## config.mk

```make
export PLATFORM = sky130hd
export DESIGN_NAME = serial_subtractor
export DESIGN_NICKNAME = d
export VERILOG_FILES = /design/src/rtl/serial_subtractor_pkg.sv /design/src/rtl/full_subtractor.sv /design/src/rtl/serial_subtractor.sv
export SDC_FILE = /design/constraint.sdc
export NUM_CORES = 1
export LEC_CHECK = 0
export CORE_ASPECT_RATIO = 1.4
export CORE_MARGIN = 1
export CORE_UTILIZATION = 37
export CTS_CLUSTER_DIAMETER = 60
export DETAILED_ROUTE_END_ITERATION = 6
export DONT_BUFFER_PORTS = 1
export SYNTH_ARGS = -nofsm -noshare
export SYNTH_HDL_FRONTEND = slang
export SYNTH_SLANG_ARGS = --single-unit
```

## constraint.sdc

```tcl
create_clock -name clk -period 1.9 [get_ports clk]
set_input_delay 0.38 -clock clk [delete_from_list [all_inputs] [get_ports clk]]
set_output_delay 0.38 -clock clk [all_outputs]
set_load 0.005 [all_outputs]
```

## src/rtl/serial_subtractor_pkg.sv

```systemverilog
// serial_subtractor_pkg: FSM state encoding and default operand width
package serial_subtractor_pkg;
    typedef enum logic [1:0] {IDLE, RUN, DONE} state_t;
    localparam int DEFAULT_WIDTH = 8;
endpackage

```

## src/rtl/full_subtractor.sv

```systemverilog
// full_subtractor: one-bit difference and borrow for the serial datapath
module full_subtractor (
    input  logic a,
    input  logic b,
    input  logic borrow_in,
    output logic d,
    output logic borrow_out
);
    assign d = a ^ b ^ borrow_in;
    assign borrow_out = (~a & b) | (~(a ^ b) & borrow_in);
endmodule

```

## src/rtl/serial_subtractor.sv

```systemverilog
// serial_subtractor: bit-serial unsigned a - b, LSB first, one bit per cycle
// with valid/ready handshakes on both operand and result sides.
module serial_subtractor
    import serial_subtractor_pkg::*;
#(
    parameter int WIDTH = DEFAULT_WIDTH
) (
    input  logic             clk,
    input  logic             rst_n,
    input  logic             in_valid,
    output logic             in_ready,
    input  logic [WIDTH-1:0] a,
    input  logic [WIDTH-1:0] b,
    output logic             out_valid,
    input  logic             out_ready,
    output logic [WIDTH-1:0] diff,
    output logic             borrow_out
);
    localparam int CW = (WIDTH > 1) ? $clog2(WIDTH) : 1;

    state_t state, state_next;
    logic [WIDTH-1:0] sa, sb, res, res_next;
    logic [CW-1:0] cnt;
    logic borrow, d_bit, b_bit, last;

    full_subtractor u_fs (
        .a(sa[0]),
        .b(sb[0]),
        .borrow_in(borrow),
        .d(d_bit),
        .borrow_out(b_bit)
    );

    // New bit enters at the MSB so after WIDTH shifts bit i sits at position i
    assign res_next = (res >> 1) | (WIDTH'(d_bit) << (WIDTH - 1));
    assign last = cnt == CW'(WIDTH - 1);
    assign in_ready = state == IDLE;
    assign out_valid = state == DONE;

    always_comb begin
        state_next = state;
        state_next = (state == IDLE && in_valid) ? RUN :
                     (state == RUN && last) ? DONE :
                     (state == DONE && out_ready) ? IDLE : state;
    end

    always_ff @(posedge clk or negedge rst_n) begin
        if (!rst_n)
            state <= IDLE;
        else
            state <= state_next;
    end

    always_ff @(posedge clk or negedge rst_n) begin
        if (!rst_n) begin
            sa <= '0;
            sb <= '0;
            res <= '0;
            cnt <= '0;
            borrow <= 1'b0;
            diff <= '0;
            borrow_out <= 1'b0;
        end else if (state == IDLE && in_valid) begin
            sa <= a;
            sb <= b;
            cnt <= '0;
            borrow <= 1'b0;
        end else if (state == RUN) begin
            sa <= sa >> 1;
            sb <= sb >> 1;
            res <= res_next;
            cnt <= cnt + 1'b1;
            borrow <= b_bit;
            if (last) begin
                diff <= res_next;
                borrow_out <= b_bit;
            end
        end
    end
endmodule
```

Word-level counts from Yosys, hierarchy flattened
Index checks and enable logic that the tools add are counted.
{ "totals": {"regBits": 39, "wordCells": 40} }
{ "op_classes": {"n_bitwise": 9, "eq_ne": 3, "addsub": 1, "muxes": 11, "n_reduce_logical": 8} }
{ "op_table": {"columns": ["cell", "count"], "rows": [
  ["2-to-1 mux 8 bit", 4],
  ["bitwise OR 7 x 8 -> 8 bit", 1],
  ["2-to-1 mux 2 bit", 3],
  ["2-to-1 mux 3 bit", 2],
  ["adder 3 x 1 -> 3 bit, second input constant", 1],
  ["equality test 3 bit, second input constant", 1],
  ["logical AND 1 bit", 3],
  ["inverter 1 bit", 3],
  ["AND reduction 3 bit", 1],
  ["nonzero test 3 bit", 1],
  ["AND 1 bit", 2],
  ["equality test 2 x 1 -> 1 bit, second input constant", 1],
  ["equality test 2 bit, second input constant", 1],
  ["zero test 2 bit", 1],
  ["2-to-1 mux 1 bit", 2],
  ["AND reduction 2 bit", 1],
  ["nonzero test 2 bit", 1],
  ["XOR 1 bit", 2],
  ["bitwise OR 1 bit", 1]
]} }

Logic depth before layout (Yosys ltp)
Gate-level depths: netlist (run 1).
{ "logic_depth": {"word_depth": 6, "mapped_depth": 6} }

Hierarchy
Synthesis (run 1) repeated with hierarchy kept, for this count alone.
{ "unflattened": {"cells_unflattened": 137, "area_unflattened_um2": 1687.9} }
{ "modules_own_cells": {"columns": ["mod", "instances", "seq_area_each_um2", "area_per_inst_um2", "cells_each"], "rows": [
  ["serial_subtractor", 1, 950.9, 1656.6, 133],
  ["full_subtractor", 1, 0.0, 31.3, 4]
]} }

Worst setup path after synthesis (run 1)
OpenSTA, ideal clock, no wires.
{ "synth_path": {"kind": "flip-flop to flip-flop", "start": "register cnt[0]", "end": "register diff[0]", "required_time_ns": 1.775, "path_buffers": 1, "t_arrival_ns": 1.292, "stages_incl_launch_ff": 6, "setup_slack_ns": 0.483, "path_cell_list": "dfrtp_1 ha_1 ha_1 nand3b_4 buf_6 mux2_4"} }
{ "synth_via": {"elab_chain_cells": 2} }
{ "synth_rtl": {"columns": ["item", "line_no", "rtl"], "rows": [
  ["start: declaration", "serial_subtractor.sv:23", "logic [CW-1:0] cnt;"],
  ["start signal: assignment", "serial_subtractor.sv:72", "cnt <= cnt + 1'b1;"],
  ["equality test 3 bit", "serial_subtractor.sv:36", "assign last = cnt == CW'(WIDTH - 1);"],
  ["AND reduction 3 bit (no source line)", null, null],
  ["end signal: assignment", "serial_subtractor.sv:75", "diff <= res_next;"],
  ["end: declaration", "serial_subtractor.sv:16", "output logic [WIDTH-1:0] diff,"]
]} }
No other way between the ends.
A chain may end at the register's enable or synchronous reset.

Final worst setup path (run 1)
{ "layout_path": {"start": "register state[1]", "end": "output port out_valid"} }
{ "layout_via": {"elab_chain_cells": 1} }
{ "layout_rtl": {"columns": ["item", "line_no", "rtl"], "rows": [
  ["start: declaration", "serial_subtractor.sv:21", "state_t state, state_next;"],
  ["start signal: assignment", "serial_subtractor.sv:51", "state <= state_next;"],
  ["equality test 2 bit", "serial_subtractor.sv:38", "assign out_valid = state == DONE;"],
  ["end: declaration", "serial_subtractor.sv:14", "output logic out_valid,"]
]} }
No other way between the ends.

==> results by group, run 1 <==
Worst setup path
  • Crit path max fanout: 13
  • Worst EP required: approximately 1.5 ns
  • Startpoint types: flop
  • Critical path endpoint category: primary output
  • R2R setup slack: between 0.4 and 0.5 ns
  • Critical path class: flop to primary output
  • WP data arrival: about 1.4 ns

Clock network
  • Num Clock Sinks: 38
  • Clock Path Buffers: 2
  • CTS Hold Bufs: 2
  • Clk pin slew, worst setup/hold paths: approximately 0.070 ns
  • TritonCTS clock tree: yes
  • H-tree depth: 2
  • Post-CTS Resized: 0
  • Num CTS Buffers: 5
  • Setup Fix Bufs, Post-CTS: 0
  • Clk Latency, worst-skew pair: around 0.29 ns
  • CTS root buffer: clkbuf_8

Timing
  • Slew Limit Fails: 0
  • Max Clock Freq: about 570 MHz
  • Worst slew pin tran: 0.437 ns
  • Fin crit period: about 1.8 ns
  • Slew headroom: 0.709
  • Setup violations, final: 0
  • Final Hold Viols: 0
  • Tcrit/Tclk final: 0.923
  • Worst Skew: 0.00578 ns
  • RSZ-0062 raised after global routing: no
  • TNS Setup: 0 ns

Placed design
  • Dpl cells: 177
  • RePlAce Congestion: about 0.73
  • Placed cell area: roughly 1700 um^2
  • Input/output buffers: 0
  • Dpl hpwl: around 2.2 mm

Detailed routing
  • # DRC: 0
  • Via density: ~5.5
  • DRT antenna net count: 0
  • Drt wl/cell: approximately 17 um
  • Post-Route WL: ~3.2 mm
  • Drt initial violations: 51
  • TritonRoute pass-1 iters: 4
  • Vias: about 1k

Yosys
  • EDFF count, synth: 0
  • Asr flop ratio synth: 1.00
  • Cells after Synth: 122
  • Yosys top cell by area: dfrtp_1
  • Syn nets: 145
  • Post-synth design cell area: between 1500 and 2000 um^2
  • Sequential area share after synthesis: 0.565
  • Syn. warnings: 0
  • Commonest register cell after synthesis: dfrtp_1
  • Post-synth top cells: dfrtp_1 (38), o22ai_1 (12), a2bb2oi_1 (10)
  • Synth cell types: 31
  • Synth top area share: 0.565
  • Area contributors post-synth: dfrtp_1 (57%), mux2_4 (6.2%), a2bb2oi_1 (5.2%)
  • Yosys reg bits: 38
  • Syn Area/Cell: approximately 14 um^2
  • Most used standard cell by instance count after synthesis: dfrtp_1

Floorplanning
  • Rows: 28
  • IO Pins: 31
  • Die W: 59 um
  • Core ar.: ~4300 um^2
  • Die area: around 4800 um^2
  • Die Y: a little over 80 um
  • Initial Utilization: 0.391

Global routing
  • Global-route wire length before repair: 5.38 mm
  • Largest net degree at the start of global routing: 39
  • Global-route usage over all layers: 0.152
  • Remaining Overflow, GRT: 0
  • Antenna violations before repair: 0
  • Vias in the first global route: ~1.1k

Pwr
  • Max VDD drop: between 0.0007 and 0.0008 V
  • Power Density: 1630 nW/um^2
  • Leakage: just over 0.8 nW

Cells and area
  • ANT cells: 0
  • Final instance area: 1830 um^2
  • Nets: roughly 150
  • Share of layout cells above drive strength 1: 0.252
  • Final non-filler cell total: around 190
  • Layout area overhead: 8.92%

Status
  • Status: finished clean

Flow run
  • MaxCap Viol Count: 0

Min path
  • Hold Crit Class: primary input to flop
[routing by layer]
| metal | wire (um) | share of wire | vias to the layer above | global-route usage |
|---|---|---|---|---|
| li1 | - | - | 459 | - |
| met1 | 1450 | 0.46 | 521 | 0.200 |
| met2 | 1450 | 0.46 | 43 | 0.230 |
| met3 | 208 | 0.066 | 5 | 0.0504 |
| met4 | 44 | 0.014 | 0 | 0.0571 |
| met5 | 0 | 0 | - | 0 |
[kinds of logic after synthesis]
kind of cell / count (synthesis) / share of synthesized area
multiplexers: 15 / 0.116
flip-flops: 38 / 0.565
AO/OA/AOI/OAI: 38 / 0.170
buffers and inverters: 11 / 0.0453
adder cells (fa/ha/maj): 3 / 0.0268
AND/OR/NAND/NOR: 17 / 0.0766
[layout by cell type, fill, tap and decap left out, types with 2 or more instances in the layout]
master / instances
mux2_2: 7
ha_1: 2
nor2_4: 3
a2bb2oi_1: 10
buf_4: 2
a221o_1: 3
nand2b_1: 3
a32o_1: 2
o22ai_1: 12
inv_1: 3
a22o_1: 2
o21ai_0: 5
clkbuf_8: 6
nor2_1: 2
mux2_4: 7
dfrtp_1: 38
nand2_1: 4
[cell type report]
| cell class | instances | area [um^2] |
|---|---|---|
| clock buffer | 7 | 86.3 |
| multi-input combinational | 73 | 656 |
| sequential | 38 | 951 |
| fill | 398 | 2480 |
| timing repair buffer | 4 | 45.0 |
| clock inverter | 1 | 5.00 |
| inverter | 4 | 15.0 |
| tap | 60 | 75.1 |
[critical path, stage by stage (launching register included)]
cell     delay [ns]
dfrtp_1        0.61
inv_1          0.13
buf_4          0.21
nor2_1         0.14
[where the power goes]
part           switching (mW)  leakage [nW]  internal (mW)  total [mW]
logic                   0.446         0.319          0.556        1.00
clock network           0.272        0.0482          0.293       0.564
registers               0.262         0.460           1.15        1.42
[registers in the layout (all words and copies together) (netlist names)]
name        count
diff            8
borrow_out      1
cnt             3
sa              8
res             7
state           2
borrow          1
sb              8
[stage by stage]
step / hold WS (ns) / utilization / worst slack (ns) / power [mW]
finish: 0.186 / 0.425 / 0.147 / 2.98
global placement: 0.0852 / 0.397 / 0.450 / 2.37
global route: 0.181 / 0.425 / 0.0112 / 3.21
CTS: 0.178 / 0.425 / 0.133 / 3.01
detailed placement: 0.0851 / 0.397 / 0.424 / 2.41
floorplan: 0.0844 / - / 0.483 / 2.22
[path summary, 6_finish.rpt]
check | from | to | cells past startpoint
worst max-delay path | state[1] | out_valid | 3
worst min-delay path | out_ready | state[1] | 1
worst max register to register | cnt[0] | diff[4] | 4
worst min register to register | res[1] | diff[0] | 1
max in group asynchronous | rst_n | cnt[0] | 2
min in group asynchronous | rst_n | res[2] | 2
No activity file was read; power rests on OpenSTA's default activity.
==> run 2, diff against run 1 <==
Settings changed: DONT_BUFFER_PORTS 1 to not set, SLEW_MARGIN set to 30.
==> results by group, run 2 (synthesis results as in run 1) <==
Timing
  • Max Clock Freq: around 550 MHz
  • Final WS setup: between 0.08 and 0.09 ns
  • Tcrit/Tclk final: 0.956
  • Final Hold Viols: 0
  • Fin crit period: 1.82 ns
  • RSZ-0062 raised after global routing: no
  • Worst Skew: approximately 0.0034 ns
  • TNS Setup: 0 ns
  • Worst slew pin tran: ~0.47 ns
  • Slew Limit Fails: 0
  • Slew headroom: 0.686
  • Setup violations, final: 0

Detailed routing
  • # DRC: 0
  • Via density: between 5 and 6
  • Drt wl/cell: between 15 and 20 um
  • Drt initial violations: between 40 and 50
  • DRT antenna net count: 0
  • Vias: between 1k and 1.5k
  • TritonRoute pass-1 iters: 4
  • Post-Route WL: around 3.3 mm

Global routing
  • GR peak layer: met2
  • Remaining Overflow, GRT: 0
  • Grt met3 use: 0.0504
  • Met2 usage: 0.277
  • Global-route wire length before repair: ~5.8 mm
  • Largest net degree at the start of global routing: 39
  • Global-route usage over all layers: 0.168
  • Antenna violations before repair: 0
  • Met1 Use GR: 0.202
  • Vias in the first global route: roughly 1.2k

Cells and area
  • Post-layout util: 0.492
  • ANT cells: 0
  • Layout area overhead: 25.9%
  • Final non-filler cell total: 217
  • Share of layout cells above drive strength 1: 0.210
  • Commonest cells after routing, fill and taps aside: dfrtp_1 (38), clkdlybuf4s50_1 (30), o22ai_1 (12)
  • Most common cell after layout, fill and taps aside: dfrtp_1
  • Regs by FF count: diff x8, sa x8, sb x8
  • Nets: between 150 and 200

Worst setup path
  • Critical path endpoint category: primary output
  • Worst EP required: around 1.5 ns
  • Critical path class: flop to primary output
  • WP data arrival: between 1 and 1.5 ns
  • Crit path max fanout: 6
  • Startpoint types: flop

Floorplanning
  • IO Pins: 31
  • Core ar.: about 4300 um^2
  • Die Y: about 82 um
  • Die area: 4830 um^2
  • Rows: 28
  • Die W: just under 60 um
  • Initial Utilization: 0.391

Min path
  • Hold Crit Class: flop to flop

Placed design
  • RePlAce Congestion: roughly 0.74
  • Dpl cells: 209
  • Input/output buffers: 30
  • Dpl ws: about 0.23 ns
  • Dpl hpwl: about 2.4 mm

Status
  • Status: finished clean

Flow run
  • MaxCap Viol Count: 0

Clock network
  • Num Clock Sinks: 38
  • CTS Hold Bufs: 0
  • H-tree depth: 2
  • Post-CTS Resized: 0
  • Clk Latency, worst-skew pair: about 0.28 ns
  • Num CTS Buffers: 5
  • Clk pin slew, worst setup/hold paths: roughly 0.07 ns
  • Clock Path Buffers: 2
  • Setup Fix Bufs, Post-CTS: 0
  • CTS root buffer: clkbuf_8
  • TritonCTS clock tree: yes

Pwr
  • Tot Pwr: around 3.1 mW
  • Max VDD drop: approximately 0.00066 V
  • Leakage: 0.935 nW
  • Power Density: ~1500 nW/um^2
==> run 2: cell count changes in the layout (fill, tap and decap cells not counted) <==
cell             before  now
clkdlybuf4s50_1       0   30
dlygate4sd3_1         1    0
buf_12                1    0
buf_4                 2    4
==> run 2: stage by stage <==
step / hold WS (ns) / cell area, um^2
6_report: 0.505 / 2120
5_1_grt: 0.517 / 2120
4_1_cts: 0.506 / 2120
3_5_place_dp: 0.489 / 2030
3_3_place_gp: 0.478 / 2030
2_1_floorplan: 0.0844 / 1680
==> run 2: final cells by class <==
class,count,area (um^2)
fillers,401,2190
flip-flops and latches,38,951
multi-input cells,73,656
repair buffers,34,330
clock buffers,7,86.3
well taps,60,75.1
inverters,4,15.0
clock inverters,1,5.00
==> run 2: per-layer routing <==
metal	up-vias	part of all wire	wire (um)
met5	-	0	0
met4	0	0.013	42
met3	5	0.044	146
met2	35	0.52	1720
met1	554	0.43	1420
li1	523	-	-
==> run 2: final timing paths <==
path,from,endpoint,slack (ns),cells after the start
max in group asynchronous,rst_n,sa[7],1.05,2
worst min-delay path,res[1],diff[0],0.50,1
worst max-delay path,state[0],in_ready,0.08,2
min in group asynchronous,rst_n,diff[1],0.52,2
worst max register to register,cnt[0],diff[4],0.42,4
worst min register to register,res[1],diff[0],0.50,1
==> run 2: report_power, final <==
group	internal, mW	leakage, nW	switching, mW
logic	0.698	0.427	0.502
registers	1.15	0.460	0.232
clock network	0.292	0.0482	0.263
==> run 2: worst max-delay path, stage by stage (launching register included) <==
cell and delay (ns):
dfrtp_1 0.46, nor2_1 0.17, clkdlybuf4s50_1 0.52
==> run 3, diff against run 2 <==
Clock period 1.9 ns to 1.65 ns, I/O delays scaled along.
==> results by group, run 3 (synthesis results as in run 1) <==
Clock network
  • Clk Latency, worst-skew pair: between 0.2 and 0.3 ns
  • Num CTS Buffers: 5
  • CTS root buffer: clkbuf_8
  • Clock Path Buffers: 2
  • H-tree depth: 2
  • Clk pin slew, worst setup/hold paths: approximately 0.07 ns
  • Num Clock Sinks: 38
  • TritonCTS clock tree: yes

Cells and area
  • Layout area overhead: 27.3%
  • Reg area: 951 um^2
  • Share of layout cells above drive strength 1: 0.222
  • Regs by FF count: diff x8, sa x8, sb x8
  • ANT cells: 0
  • Commonest cells after routing, fill and taps aside: dfrtp_1 (38), clkdlybuf4s50_1 (28), o22ai_1 (12)
  • Area of the multi-input gates: about 660 um^2
  • Post-layout util: 0.497
  • Filler Cell Count: around 400
  • Most common cell after layout, fill and taps aside: dfrtp_1
  • Nets: between 150 and 200

Detailed routing
  • DRT antenna net count: 0
  • Via density: approximately 5.1
  • Drt initial violations: 24
  • Drt wl/cell: approximately 16 um
  • TritonRoute pass-1 iters: 3
  • Post-Route WL: ~3.4 mm
  • # DRC: 0
  • Vias: between 1k and 1.5k

Worst setup path
  • CP Launch Point: cnt[0]
  • Reg-to-Reg Start: cnt[0]
  • WP data arrival: ~1.7 ns
  • Worst EP required: approximately 1.8 ns
  • Critical path class: flop to flop
  • Startpoint types: flop
  • Critical path endpoint category: flop
  • Crit path max fanout: 11

Global routing
  • Antenna violations before repair: 0
  • Vias in the first global route: 1,189
  • Global-route wire length before repair: slightly below 6 mm
  • Global-route usage over all layers: 0.162
  • Remaining Overflow, GRT: 0
  • Largest net degree at the start of global routing: 39

Floorplanning
  • Core ar.: approximately 4300 um^2
  • Rows: 28
  • Die W: around 60 um
  • Die area: about 4800 um^2
  • IO Pins: 31
  • Initial Utilization: 0.391
  • Die Y: around 82 um

Placed design
  • Dpl ws: about 0.030 ns
  • Dpl hpwl: between 2 and 2.5 mm
  • Input/output buffers: 30
  • RePlAce Congestion: approximately 0.75

Timing
  • TNS Setup: 0 ns
  • Worst slew pin tran: 0.370 ns
  • Max Clock Freq: roughly 660 MHz
  • RSZ-0062 raised after global routing: no
  • Slew headroom: 0.753
  • Final WS setup: ~0.14 ns
  • Tcrit/Tclk final: 0.912
  • Final Hold Viols: 0
  • Slew Limit Fails: 0
  • Worst Skew: approximately 0.0043 ns
  • Hold slack: roughly 0.42 ns
  • Setup violations, final: 0
  • Fin crit period: about 1.5 ns

Flow run
  • MaxCap Viol Count: 0

Status
  • Status: finished clean

Pwr
  • Power Density: between 1500 and 2000 nW/um^2
  • Max VDD drop: about 0.0007 V
  • Leakage: 0.967 nW
  • Tot Pwr: approximately 3.6 mW

Min path
  • Hold Crit Class: primary input to async pin
## run 3: changes by cell type in the layout (fill, tap and decap cells not counted)
cell,change
clkdlybuf4s50_1,-2
dlymetal6s2s_1,+1
dlygate4sd2_1,+1
buf_12,+1
nor2_2,+1
nor2_1,-1
## run 3: per-stage QoR
| stage | std cells | area [um^2] |
|---|---|---|
| 3_3_place_gp | 209 | 2040 |
| 3_5_place_dp | 209 | 2040 |
| 5_1_grt | 218 | 2140 |
| 4_1_cts | 217 | 2130 |
| 2_1_floorplan | 122 | 1680 |
| 6_report | 218 | 2140 |
## run 3: path summary, 6_finish.rpt
path                       endpoint  slack, ns  depth (start not counted)
hold / removal              diff[1]       0.42                          2
setup / recovery            diff[4]       0.14                          4
setup reg to reg            diff[4]       0.14                          4
min in group clk            diff[4]       0.51                          1
max in group asynchronous     sa[2]       1.05                          2
hold reg to reg             diff[4]       0.51                          1
## run 3: power breakdown
part | internal, mW | total [mW] | switching [mW]
combinational | 0.810 | 1.41 | 0.596
clock | 0.337 | 0.654 | 0.317
sequential | 1.33 | 1.59 | 0.259
total | 2.48 | 3.65 | 1.17
## run 3: cell type report
cell class                      count  area share
Clock buffer                        7      0.0403
Clock inverter                      1     0.00234
Multi-Input combinational cell     73       0.307
Timing Repair Buffer               35       0.164
Tap cell                           60      0.0350
Inverter                            4     0.00701
Sequential cell                    38       0.444
## run 3: routing by layer
layer,track usage,share of wire,wire length (um),vias up
li1,-,-,-,526
met1,0.203,0.44,1480,547
met2,0.274,0.51,1730,33
met4,0.0500,0.012,41,0
met5,0,0,0,-
met3,0.0378,0.044,148,3
## run 3: worst max-delay path, cell delays in order (launching register included)
cell and delay (ns):
dfrtp_1 0.39, ha_1 0.21, ha_1 0.23, nand3b_4 0.20, mux2_2 0.35
## run 3: repair_timing
item	4_1_cts	5_1_grt
setup endpoints to repair	2	1
pin swaps	0	1
resized for setup	2	1
gates cloned	0	0
hold buffers	0	0
setup buffers	0	1
endpoints found under the hold margin	0	0
